===== src/rtl/turn_controller.sv =====
// Game-flow front end: debounces the four push-buttons, sequences drop/settle/decide,
// owns the player to move and the latched game outcome, and drives the board clear.
module turn_controller #(
   parameter int unsigned DEBOUNCE_CYCLES = 16,
   parameter int unsigned SETTLE_CYCLES   = 2
) (
   input  logic        clk,
   input  logic        reset,
   input  logic        btn_left,
   input  logic        btn_right,
   input  logic        btn_drop,
   input  logic        btn_new_game,
   input  logic [2:0]  A,
   input  logic [1:0]  win,
   input  logic [11:0] col1,
   input  logic [11:0] col2,
   input  logic [11:0] col3,
   input  logic [11:0] col4,
   input  logic [11:0] col5,
   input  logic [11:0] col6,
   input  logic [11:0] col7,
   output logic        left,
   output logic        right,
   output logic        sel_column,
   output logic        change,
   output logic        player_colour,
   output logic [1:0]  status,
   output logic        reject,
   output logic        clear_n
);

   localparam int unsigned DCW = (DEBOUNCE_CYCLES > 2) ? $clog2(DEBOUNCE_CYCLES) : 1;
   localparam int unsigned SCW = $clog2(SETTLE_CYCLES + 1);

   localparam logic [1:0] ST_PLAYING = 2'b00;
   localparam logic [1:0] ST_WON     = 2'b01;
   localparam logic [1:0] ST_DRAW    = 2'b10;

   localparam int unsigned BTN_LEFT  = 0;
   localparam int unsigned BTN_RIGHT = 1;
   localparam int unsigned BTN_DROP  = 2;
   localparam int unsigned BTN_NEW   = 3;

   typedef enum logic [2:0] {
      PLAY   = 3'd0,
      SETTLE = 3'd1,
      DECIDE = 3'd2,
      WON    = 3'd3,
      DRAW   = 3'd4,
      CLEAR  = 3'd5
   } state_t;

   logic [3:0] btn_raw;
   logic [3:0] btn_ev;

   assign btn_raw = {btn_new_game, btn_drop, btn_right, btn_left};

   // Per button: 2-flop sync, stability counter, accepted level, registered rising-edge event
   for (genvar i = 0; i < 4; i++) begin : g_btn
      logic           sync_a;
      logic           sync_b;
      logic           level;
      logic           level_d;
      logic           ev_q;
      logic [DCW-1:0] stable_cnt;

      always_ff @(posedge clk or negedge reset) begin
         if (!reset) begin
            sync_a     <= 1'b0;
            sync_b     <= 1'b0;
            level      <= 1'b0;
            level_d    <= 1'b0;
            ev_q       <= 1'b0;
            stable_cnt <= '0;
         end else begin
            sync_a  <= btn_raw[i];
            sync_b  <= sync_a;
            level_d <= level;
            ev_q    <= level & ~level_d;
            if (sync_b == level) begin
               stable_cnt <= '0;
            end else if (stable_cnt == DCW'(DEBOUNCE_CYCLES - 1)) begin
               level      <= sync_b;
               stable_cnt <= '0;
            end else begin
               stable_cnt <= stable_cnt + DCW'(1);
            end
         end
      end

      assign btn_ev[i] = ev_q;
   end

   logic [11:0] cur_col_c;
   logic        col_full_c;
   logic        board_full_c;
   logic        win_valid_c;
   logic        unused_col_bits;

   // Selector value 7 addresses no column and is treated as full
   always_comb begin
      cur_col_c = 12'hC00;
      case (A)
         3'd0:    cur_col_c = col1;
         3'd1:    cur_col_c = col2;
         3'd2:    cur_col_c = col3;
         3'd3:    cur_col_c = col4;
         3'd4:    cur_col_c = col5;
         3'd5:    cur_col_c = col6;
         3'd6:    cur_col_c = col7;
         default: cur_col_c = 12'hC00;
      endcase
   end

   assign col_full_c   = (cur_col_c[11:10] != 2'b00);
   assign board_full_c = (col1[11:10] != 2'b00) && (col2[11:10] != 2'b00) &&
                         (col3[11:10] != 2'b00) && (col4[11:10] != 2'b00) &&
                         (col5[11:10] != 2'b00) && (col6[11:10] != 2'b00) &&
                         (col7[11:10] != 2'b00);
   assign win_valid_c  = win[0] ^ win[1];

   assign unused_col_bits = ^{col1[9:0], col2[9:0], col3[9:0], col4[9:0],
                              col5[9:0], col6[9:0], col7[9:0]};

   state_t         state;
   logic [SCW-1:0] phase_cnt;

   // Turn sequencer; new-game outranks every other event and is ignored only while clearing
   always_ff @(posedge clk or negedge reset) begin
      if (!reset) begin
         state         <= PLAY;
         phase_cnt     <= '0;
         left          <= 1'b0;
         right         <= 1'b0;
         sel_column    <= 1'b0;
         change        <= 1'b0;
         reject        <= 1'b0;
         player_colour <= 1'b0;
         status        <= ST_PLAYING;
         clear_n       <= 1'b0;
      end else begin
         left       <= 1'b0;
         right      <= 1'b0;
         sel_column <= 1'b0;
         change     <= 1'b0;
         reject     <= 1'b0;
         clear_n    <= 1'b1;
         if (btn_ev[BTN_NEW] && (state != CLEAR)) begin
            state         <= CLEAR;
            phase_cnt     <= '0;
            clear_n       <= 1'b0;
            player_colour <= 1'b0;
            status        <= ST_PLAYING;
         end else begin
            case (state)
               PLAY: begin
                  if (btn_ev[BTN_DROP]) begin
                     if (col_full_c) begin
                        reject <= 1'b1;
                     end else begin
                        sel_column <= 1'b1;
                        change     <= 1'b1;
                        phase_cnt  <= '0;
                        state      <= SETTLE;
                     end
                  end else if (btn_ev[BTN_LEFT] ^ btn_ev[BTN_RIGHT]) begin
                     left  <= btn_ev[BTN_LEFT];
                     right <= btn_ev[BTN_RIGHT];
                  end
               end
               SETTLE: begin
                  if (phase_cnt == SCW'(SETTLE_CYCLES - 1)) begin
                     state <= DECIDE;
                  end else begin
                     phase_cnt <= phase_cnt + SCW'(1);
                  end
               end
               DECIDE: begin
                  if (win_valid_c) begin
                     status <= ST_WON;
                     state  <= WON;
                  end else if (board_full_c) begin
                     status <= ST_DRAW;
                     state  <= DRAW;
                  end else begin
                     player_colour <= ~player_colour;
                     state         <= PLAY;
                  end
               end
               WON, DRAW: begin
                  state <= state;
               end
               CLEAR: begin
                  if (phase_cnt == SCW'(1)) begin
                     state <= PLAY;
                  end else begin
                     clear_n   <= 1'b0;
                     phase_cnt <= phase_cnt + SCW'(1);
                  end
               end
               default: state <= PLAY;
            endcase
         end
      end
   end

endmodule


===== config.mk =====
export PLATFORM = sky130hd
export DESIGN_NAME = turn_controller
export DESIGN_NICKNAME = d
export VERILOG_FILES = /design/src/rtl/turn_controller.sv
export SDC_FILE = /design/constraint.sdc
export NUM_CORES = 1
export LEC_CHECK = 0
export BUFFER_PORTS_ARGS = -buffer_cell sky130_fd_sc_hd__clkbuf_2
export CAP_MARGIN = 20
export CORE_MARGIN = 2
export CORE_UTILIZATION = 49
export DETAILED_ROUTE_END_ITERATION = 8
export GPL_TIMING_DRIVEN = 0
export PLACE_DENSITY = 0.88
export REMOVE_ABC_BUFFERS = 1
export SLEW_MARGIN = 0
export SYNTH_ARGS = -nofsm -noshare
export SYNTH_HDL_FRONTEND = slang
export SYNTH_SLANG_ARGS = --single-unit
export TNS_END_PERCENT = 1

===== constraint.sdc =====
create_clock -name clk -period 3.6 [get_ports clk]
set_input_delay 0.18 -clock clk [delete_from_list [all_inputs] [get_ports clk]]
set_output_delay 0.18 -clock clk [all_outputs]
set_load 0.005 [all_outputs]

# ---- Word level (Yosys, flattened, before mapping)
# Index checks and enable logic that the tools add are counted.
dict set report totals {
  latch_bits 0
  rom_bits 0
  elab_cells 161
  output_inout_bits 9
  in_bits 95
  register_bits 49
  mem_bits_rw 0
  mem_count 0
}
dict set report classes {
  n_mux 49
  add_sub_neg 5
  eq_ne 29
  n_lt_le_gt_ge 0
  n_bitwise 15
  n_reduce_logical 30
  div 0
  shifts 0
  multipliers 0
}
# op n
set ops {}
lappend ops {{12-bit case mux with 7 select lines} 1}
lappend ops {{4-bit 2-to-1 mux} 8}
lappend ops {{1-bit 2-to-1 mux} 23}
lappend ops {{3-bit 2-to-1 mux} 7}
lappend ops {{3-bit inequality test (second input constant)} 6}
lappend ops {{2-bit nonzero test} 9}
lappend ops {{4-bit by 1-bit adder with 4-bit output (second input constant)} 4}
lappend ops {{4-bit == test (second input constant)} 4}
lappend ops {{2-bit 2-to-1 mux} 8}
lappend ops {{3-bit == test (second input constant)} 5}
lappend ops {{3-bit case mux with 5 select lines} 1}
lappend ops {{3-bit by 2-bit == test with 1-bit output (second input constant)} 4}
lappend ops {{2-bit AND reduction} 5}
lappend ops {{1-bit NOT} 9}
lappend ops {{1-bit logical AND} 7}
lappend ops {{3-bit by 1-bit == test with 1-bit output (second input constant)} 2}
lappend ops {{3-bit logical NOT} 2}
lappend ops {{3-bit nonzero test} 2}
lappend ops {{5-bit AND reduction} 1}
lappend ops {{1-bit AND} 4}
lappend ops {{1-bit == test} 4}
lappend ops {{2-bit by 1-bit inequality test with 1-bit output (second input constant)} 2}
lappend ops {{2-bit case mux with 2 select lines} 1}
lappend ops {{4-bit AND reduction} 1}
lappend ops {{other kinds (6)} 8}

# ---- Logic depth before layout (Yosys ltp)
# Gate-level depths: netlist of run 1.
dict set report logic_depth {
  word_depth 11
  depth_mapped 7
  ltp_nobuf 7
}

# ---- Worst setup path before layout of run 1
# Ideal clock, no wire load.
dict set report synth_timing {
  path_kind {register to register}
  start {reg phase_cnt[1]}
  end {reg phase_cnt[0]}
  setup_time_ns 0.128
  n_path_buf 0
  synth_period_minus_slack_ns 1.680
  path_stages_with_launch 8
  path_slack_ns 1.920
  required_time_ns 3.472
  arrival_time_ns 1.552
  path_cell_list {dfrtp_1 -> inv_1 -> ha_1 -> inv_1 -> nor3_1 -> nor3_1 -> a311oi_2 -> mux2_1}
}
dict set report synth_between {
  elab_chain_len 3
}
# item line_no
set synth_rtl {}
lappend synth_rtl {{from (decl)} 126} ;# logic [SCW-1:0] phase_cnt;
lappend synth_rtl {{from (signal assigned)} 175} ;# phase_cnt <= phase_cnt + SCW'(1);
lappend synth_rtl {{from (signal assigned)} 198} ;# phase_cnt <= phase_cnt + SCW'(1);
lappend synth_rtl {{2-bit by 1-bit == test with 1-bit output} {172, 194}}
lappend synth_rtl {{3-bit inequality test (no source line)} n/a}
lappend synth_rtl {{4-bit AND reduction (no source line)} n/a}
# Every way passes these cells.
# A chain may end at the register's enable or synchronous reset.

# ---- Worst setup path after layout of run 1
# Same ends and word-level chain as after synthesis.

==> results.md, run 1 <==
* Post-Synth Adder-Cell Area at 2.99%
* Post-synthesis xor/xnor area fraction at 4.18%
* R2R depth at 7
* Longest Clk Path Bufs at 2
* Status: finished, final reports clean
* CTS resizes at 0
* CTS tree: done
* Synth top area share at 58.5%
* Synth area leader: dfrtp_1
* Hold Fails Final Rpt at 0
* DR iter-0 viols at 78
* CP Class: flop to flop
* # port buffers at 33
* Hold Slack at 262 ps
* ANT nets after route at 0
* Share of cells above drive strength 1 at a little under a quarter
* R2r startpoint: phase_cnt[1]
* Commonest non-fill, non-tap cell in the layout: dfrtp_1
* Mux contribution to synthesized area at approximately 5.5%
* Post-synth EDFFs at 0
* Asr flop ratio synth at between 90% and 100%
* Setup TNS at 0 ps
* Final slew viol count at 0
* R2r setup slk at 1620 ps
* CP arrival at ~2200 ps
* Num Clock Sinks at 49
* DIE AREA at 4810 um^2
* Antenna violations before repair at 0
* Setup WS post-layout at 1620 ps
* Pre-CTS WS at 1660 ps
* Max Cap Viol at 0
* Post-Synth Simple-Gate Area at 14.9%
* Grt ovf at 0
* Via Count at ~1500
* Main combinational cell family by area after synthesis: simple AND/OR/NAND/NOR gates
* Cell count after synthesis at 180
* Root buf cell: clkbuf_8
* WL/cell at 12.4 um
* H-tree levels at 2
* Lkg Pwr at 0.00113 uW
* Number of global-route vias before repair at about 1500
* Synth Flop Type: dfrtp_1
* Worst slew margin at 54.9%
* Sequential element share of the synthesized area at 58.5%
* Largest delay share family, worst path: flip-flops
* Io pins at 104
* Worst IR drop on VDD at 0.336 mV
* Worst hold path endpoint: change
* FILL cells at 339
* Slew @ Worst Pin at between 600 and 700 ps
* Worst-path fanout max at 4
* Slowest cell on the critical path: dfrtp_1
* First-pass GRT wire length at ~6100 um
* Post-CTS setup buffer count at 0
* Worst path max stage delay at roughly 400 ps
* Clk slew on worst S/H paths at 90 ps
* Crit-path cells: inv_1 > ha_1 > inv_1 > nor3_1 > nor3_1 > a311oi_2 > mux2_1
* Drt pass-1 iters at 4
* Mapped cell area at 2090 um^2
* Final #Nets at 322
* Remaining DRCs at 0
* Hold_sp: A[0]
* Area occupied by multi-input gates at ~800 um^2
* RSZ-0062 raised after global routing: no
* Largest net degree at the start of global routing at 31
* Post-synth cell types at 34
* WP data required at 3780 ps
* Hold crit path type: input port to flop
* Final Cycle Share at between 50% and 60%
* Placed cells at 260
* Antenna Cells at 0
* Hold depth at 3
* Rows at 23
* Compound-Gate Fraction of Synth Area at 11.1%
* Skew final at between 10 and 15 ps
* Nature of the critical path endpoint: flop
* Synth area leaders: dfrtp_1 (59%), a21oi_1 (4.3%), xnor2_1 (3.8%)
* Post-DR vias/cell at 5.49
* Area delta synth->final at 17.3%
* Final setup viols at 0
* Register area at 1230 um^2
* Yosys reg bits at 49
* Avg Cell Area, Syn at roughly 12 um^2
* Worst-Skew Late Latency at 310 ps
* Total Routing Usage GR at ~16%
* Core Box Area at 4060 um^2
* Startpoint types: flop
* PD cells at 445 nW/um^2
* Die extent in y at about 70 um
* WL final at 3390 um
* Commonest cells after routing, fill and taps aside: dfrtp_1 (49), clkbuf_2 (33), a21oi_1 (18)
* Die Width at a little under 70 um
* Syn. warnings at 0
* Fin util at 60.5%
* HPWL after DPL at 2460 um
* Max Clk Rate at 506 MHz
* Buffers & Inverters on Critical Path at 2
* Initial core utilization at 51.6%
* RR Endpoint: phase_cnt[0]
* RePlAce Congestion at approximately 0.82
* Min Tclk post-route at 1980 ps
* Final std cells w/o fill at 273
* CTS buffer count at 5
[cell usage after synthesis, types with 6 or more instances]
master   instances
nand2_1          6
nor2b_1          9
a21oi_1         18
inv_1            9
o21ai_0          9
dfrtp_1         49
nor2_1          12
xnor2_1          9
[routing by layer]
| layer | part of all wire, % | GRT usage (%) |
|---|---|---|
| met5 | 0 | 0 |
| met3 | 6.4 | 5.09 |
| met2 | 48 | 26.6 |
| met1 | 44 | 19.6 |
| met4 | 1.6 | 7.19 |
[kinds of logic (layout without fill, tap and decap cells)]
kind of cell,count (synthesis),after routing
buffers and inverters,13,56
adder cells (fa/ha/maj),5,5
flip-flops,49,49
AND/OR/NAND/NOR,55,55
AO/OA/AOI/OAI,38,38
XOR/XNOR,10,10
multiplexers,10,10
[tightest hold or removal path: stages]
cell	delay [ps]
clkbuf_2	130
o32ai_2	140
nor4_1	80
[report_power, final]
part / switching (uW) / internal [uW] / total [uW]
clock: 183 / 138 / 321
combinational: 87.3 / 72.3 / 160
sequential: 32.4 / 579 / 611
total: 303 / 789 / 1090
[state kept, by name, summed over array words and instances, names as in the netlist, 2 cells and up]
register and count:
g_btn.stable_cnt 16, g_btn.ev_q 4, g_btn.level 4, g_btn.level_d 4, g_btn.sync_a 4, g_btn.sync_b 4, state 3, phase_cnt 2
status 2
[stage by stage]
stage                     instance area, um^2  total power [uW]
final                                    2460              1090
after detailed placement                 2320               776
after CTS                                2460              1110
after floorplan                          2070               718
after global placement                   2300               767
after global routing                     2460              1160
[cell type report]
type	count	share of cell area (%)
clock buffers	5	2.80
clock inverters	3	0.866
inverters	9	1.38
multi-input cells	118	32.9
flip-flops and latches	49	49.9
well taps	50	2.55
repair buffers	39	9.58
[what timing repair did]
item / CTS / global route
setup endpoints to repair: 0 / 0
hold endpoints to repair: 23 / 0
hold buffers: 5 / 0
[how the worst max path moves through the flow]
stage                       from            to  cells past startpoint
floorplan           phase_cnt[1]  phase_cnt[0]                      7
global placement    phase_cnt[1]  phase_cnt[0]                      7
detailed placement  phase_cnt[1]  phase_cnt[1]                      7
CTS                 phase_cnt[1]  phase_cnt[0]                      7
global route        phase_cnt[1]  phase_cnt[1]                      7
finish              phase_cnt[1]  phase_cnt[0]                      7
No activity file was read; power rests on OpenSTA's default activity.
==> run 2, diff against run 1 <==
--- a/config.mk
+++ b/config.mk
@@ -8,10 +8,10 @@
 export BUFFER_PORTS_ARGS = -buffer_cell sky130_fd_sc_hd__clkbuf_2
 export CAP_MARGIN = 20
 export CORE_MARGIN = 2
-export CORE_UTILIZATION = 49
+export CORE_UTILIZATION = 41
 export DETAILED_ROUTE_END_ITERATION = 8
 export GPL_TIMING_DRIVEN = 0
-export PLACE_DENSITY = 0.88
+export PLACE_DENSITY = 0.79
 export REMOVE_ABC_BUFFERS = 1
 export SLEW_MARGIN = 0
 export SYNTH_ARGS = -nofsm -noshare
==> constraint.sdc (replaced) <==
create_clock -name clk -period 1.7 [get_ports clk]
set_input_delay 0.085 -clock clk [delete_from_list [all_inputs] [get_ports clk]]
set_output_delay 0.085 -clock clk [all_outputs]
set_load 0.005 [all_outputs]
==> results.md, run 2 (synthesis gave the netlist of run 1 again) <==
* Internal power at 1690 uW (+110%)
* Buffers & Inverters on Critical Path at 2 (unchanged)
* Commonest non-fill, non-tap cell in the layout: dfrtp_1
* Max Cap Viol at 0 (unchanged)
* CTS buffer count at 5 (unchanged)
* Max Clk Rate at 591 MHz (+17%)
* Grt ovf at 0 (unchanged)
* Die extent in y at 75.5 um (+8.8%)
* Clk pwr share at 29.0% (-0.4 points)
* Area delta synth->final at 19.8%
* Share of total power in combinational logic at 15.7% (+1.1 points)
* Status: finished, final reports clean
* Worst slew margin at 55.3% (+0.36 points)
* Final #Nets at 323 (+0.31%)
* Core Box Area at 5010 um^2 (+23%)
* Longest Clk Path Bufs at 2 (unchanged)
* Slowest cell on the critical path: dfrtp_1
* Worst-Skew Late Latency at 300 ps (about the same)
* Worst path max stage delay at 390 ps (about the same)
* Final Cycle Share at 99.6% (+45 points)
* Total power at 2350 uW (+110%)
* PD cells at 935 nW/um^2 (+110%)
* DIE AREA at 5700 um^2 (+18%)
* Drt pass-1 iters at 4 (unchanged)
* Remaining DRCs at 0 (unchanged)
* Number of global-route vias before repair at 1347 (-8.5%)
* Commonest cells after routing, fill and taps aside: dfrtp_1 (47), clkbuf_2 (33), a21oi_1 (18)
* Via Count at 1476 (-1.5%)
* Initial core utilization at 41.8% (-9.8 points)
* Seq pwr share at 55.3% (-0.7 points)
* WP data required at 1890 ps (-1890 ps)
* RePlAce Congestion at 0.680 (-17%)
* # port buffers at 33 (unchanged)
* Startpoint types: flop
* Net Sw Frac at 27.9% (+0.14 points)
* Biggest register: g_btn.stable_cnt
* Antenna violations before repair at 0 (unchanged)
* Final slew viol count at 0 (unchanged)
* Area occupied by multi-input gates at 826 um^2 (+2.2%)
* Worst-path fanout max at 4 (unchanged)
* CP arrival at 1890 ps (-270 ps)
* RSZ-0062 raised after global routing: yes
* ANT nets after route at 0 (unchanged)
* Num Clock Sinks at 49 (unchanged)
* Largest net degree at the start of global routing at 35 (+13%)
* Nature of the critical path endpoint: flop
* Hold Fails Final Rpt at 0 (unchanged)
* Share of cells above drive strength 1 at 25.4% (+2.6 points)
* Min Tclk post-route at 1690 ps (-283 ps)
* Largest register FFs at 16 (unchanged)
* Clk slew on worst S/H paths at 90 ps (about the same)
* Root buf cell: clkbuf_8
* First-pass GRT wire length at 5460 um (-11%)
* Crit-path cells: inv_2 > ha_4 > inv_1 > nor3_2 > nor3_1 > a311oi_2 > mux2_1
* CP Class: flop to flop
* Skew final at 10.3 ps (+0.149 ps)
* Hold crit path type: input port to flop
* Io pins at 104 (unchanged)
* Worst IR drop on VDD at 0.504 mV (+50%)
* DR iter-0 viols at 80 (+2.6%)
* Net Sw Power at 655 uW (+120%)
* CTS tree: done
* WL/cell at 11.7 um (-5.8%)
* Die Width at 75.5 um (+8.8%)
* Total Routing Usage GR at 12.6% (-3.6 points)
* FILL cells at 477 (+41%)
* Lkg Pwr at 0.00114 uW (+0.63%)
* Post-DR vias/cell at 5.02 (-8.6%)
* Slew @ Worst Pin at 664 ps (-5.30 ps)
* Antenna Cells at 0 (unchanged)
* H-tree levels at 2 (unchanged)
* WL final at 3430 um (+1.4%)
* Hold Slack at 177 ps (-85.0 ps)
* Largest delay share family, worst path: flip-flops
* Rows at 26 (+13%)
* HPWL after DPL at 2420 um (-1.7%)
* Register area at 1230 um^2 (+0.20%)
* Final setup viols at 0 (unchanged)
## run 2: layer usage
metal  GRT usage (%)  vias to the layer above  wire length (um)
li1                -                      728                 -
met1            14.0                      700              1540
met2            22.9                       43              1660
met3            3.97                        5               185
met4            4.09                        0                42
met5               0                        -                 0
## run 2: per-stage QoR
| step | instance area [um^2] | TNS (ps) | worst slack (ps) | util, % | std cells |
|---|---|---|---|---|---|
| floorplan | 2070 | 0 | 20.1 | - | 176 |
| global placement | 2320 | -265 | -134 | 46.3 | 279 |
| finish | 2510 | 0 | 6.94 | 50.1 | 294 |
| CTS | 2510 | 0 | 3.74 | 50.1 | 294 |
| detailed placement | 2340 | -292 | -148 | 46.7 | 280 |
| global route | 2510 | -306 | -116 | 50.1 | 294 |
## run 2: worst paths after layout
check                                 from         endpoint  slack, ps  cells past startpoint
setup / recovery              phase_cnt[1]     phase_cnt[0]          7                      7
setup reg to reg              phase_cnt[1]     phase_cnt[0]          7                      7
max in group asynchronous            reset         state[2]        940                      3
min in group asynchronous            reset  g_btn[0].sync_a        230                      2
hold / removal                      win[0]         state[2]        180                      4
hold reg to reg            g_btn[2].sync_a  g_btn[2].sync_b        350                      0
## run 2: tightest hold or removal path: stages
cell      delay [ps]
clkbuf_2         100
xnor2_1           90
nand3_1           90
o21ai_0           70
## run 2: timing repair
action	CTS	global route
cloned	0	0
setup buffers	1	0
endpoints found under the hold margin	19	0
hold buffers	5	0
resized for setup	6	0
endpoints found under the setup margin	2	3
pin swaps	2	0
## run 2: power groups by stage
stage / Sequential (uW) / Combinational [uW] / Clock (uW)
floorplan: 1300 / 221 / 0
detailed placement: 1310 / 331 / 0
finish: 1300 / 369 / 681
CTS: 1300 / 371 / 711
global route: 1310 / 417 / 749
global placement: 1310 / 315 / 0
## run 2: final cells by class
class                           count  area share, %
Inverter                            9           1.35
Tap cell                           70           3.49
Timing Repair Buffer               40           9.67
Multi-Input combinational cell    118           32.9
Clock buffer                        5           2.74
Clock inverter                      3          0.897
Sequential cell                    49           49.0
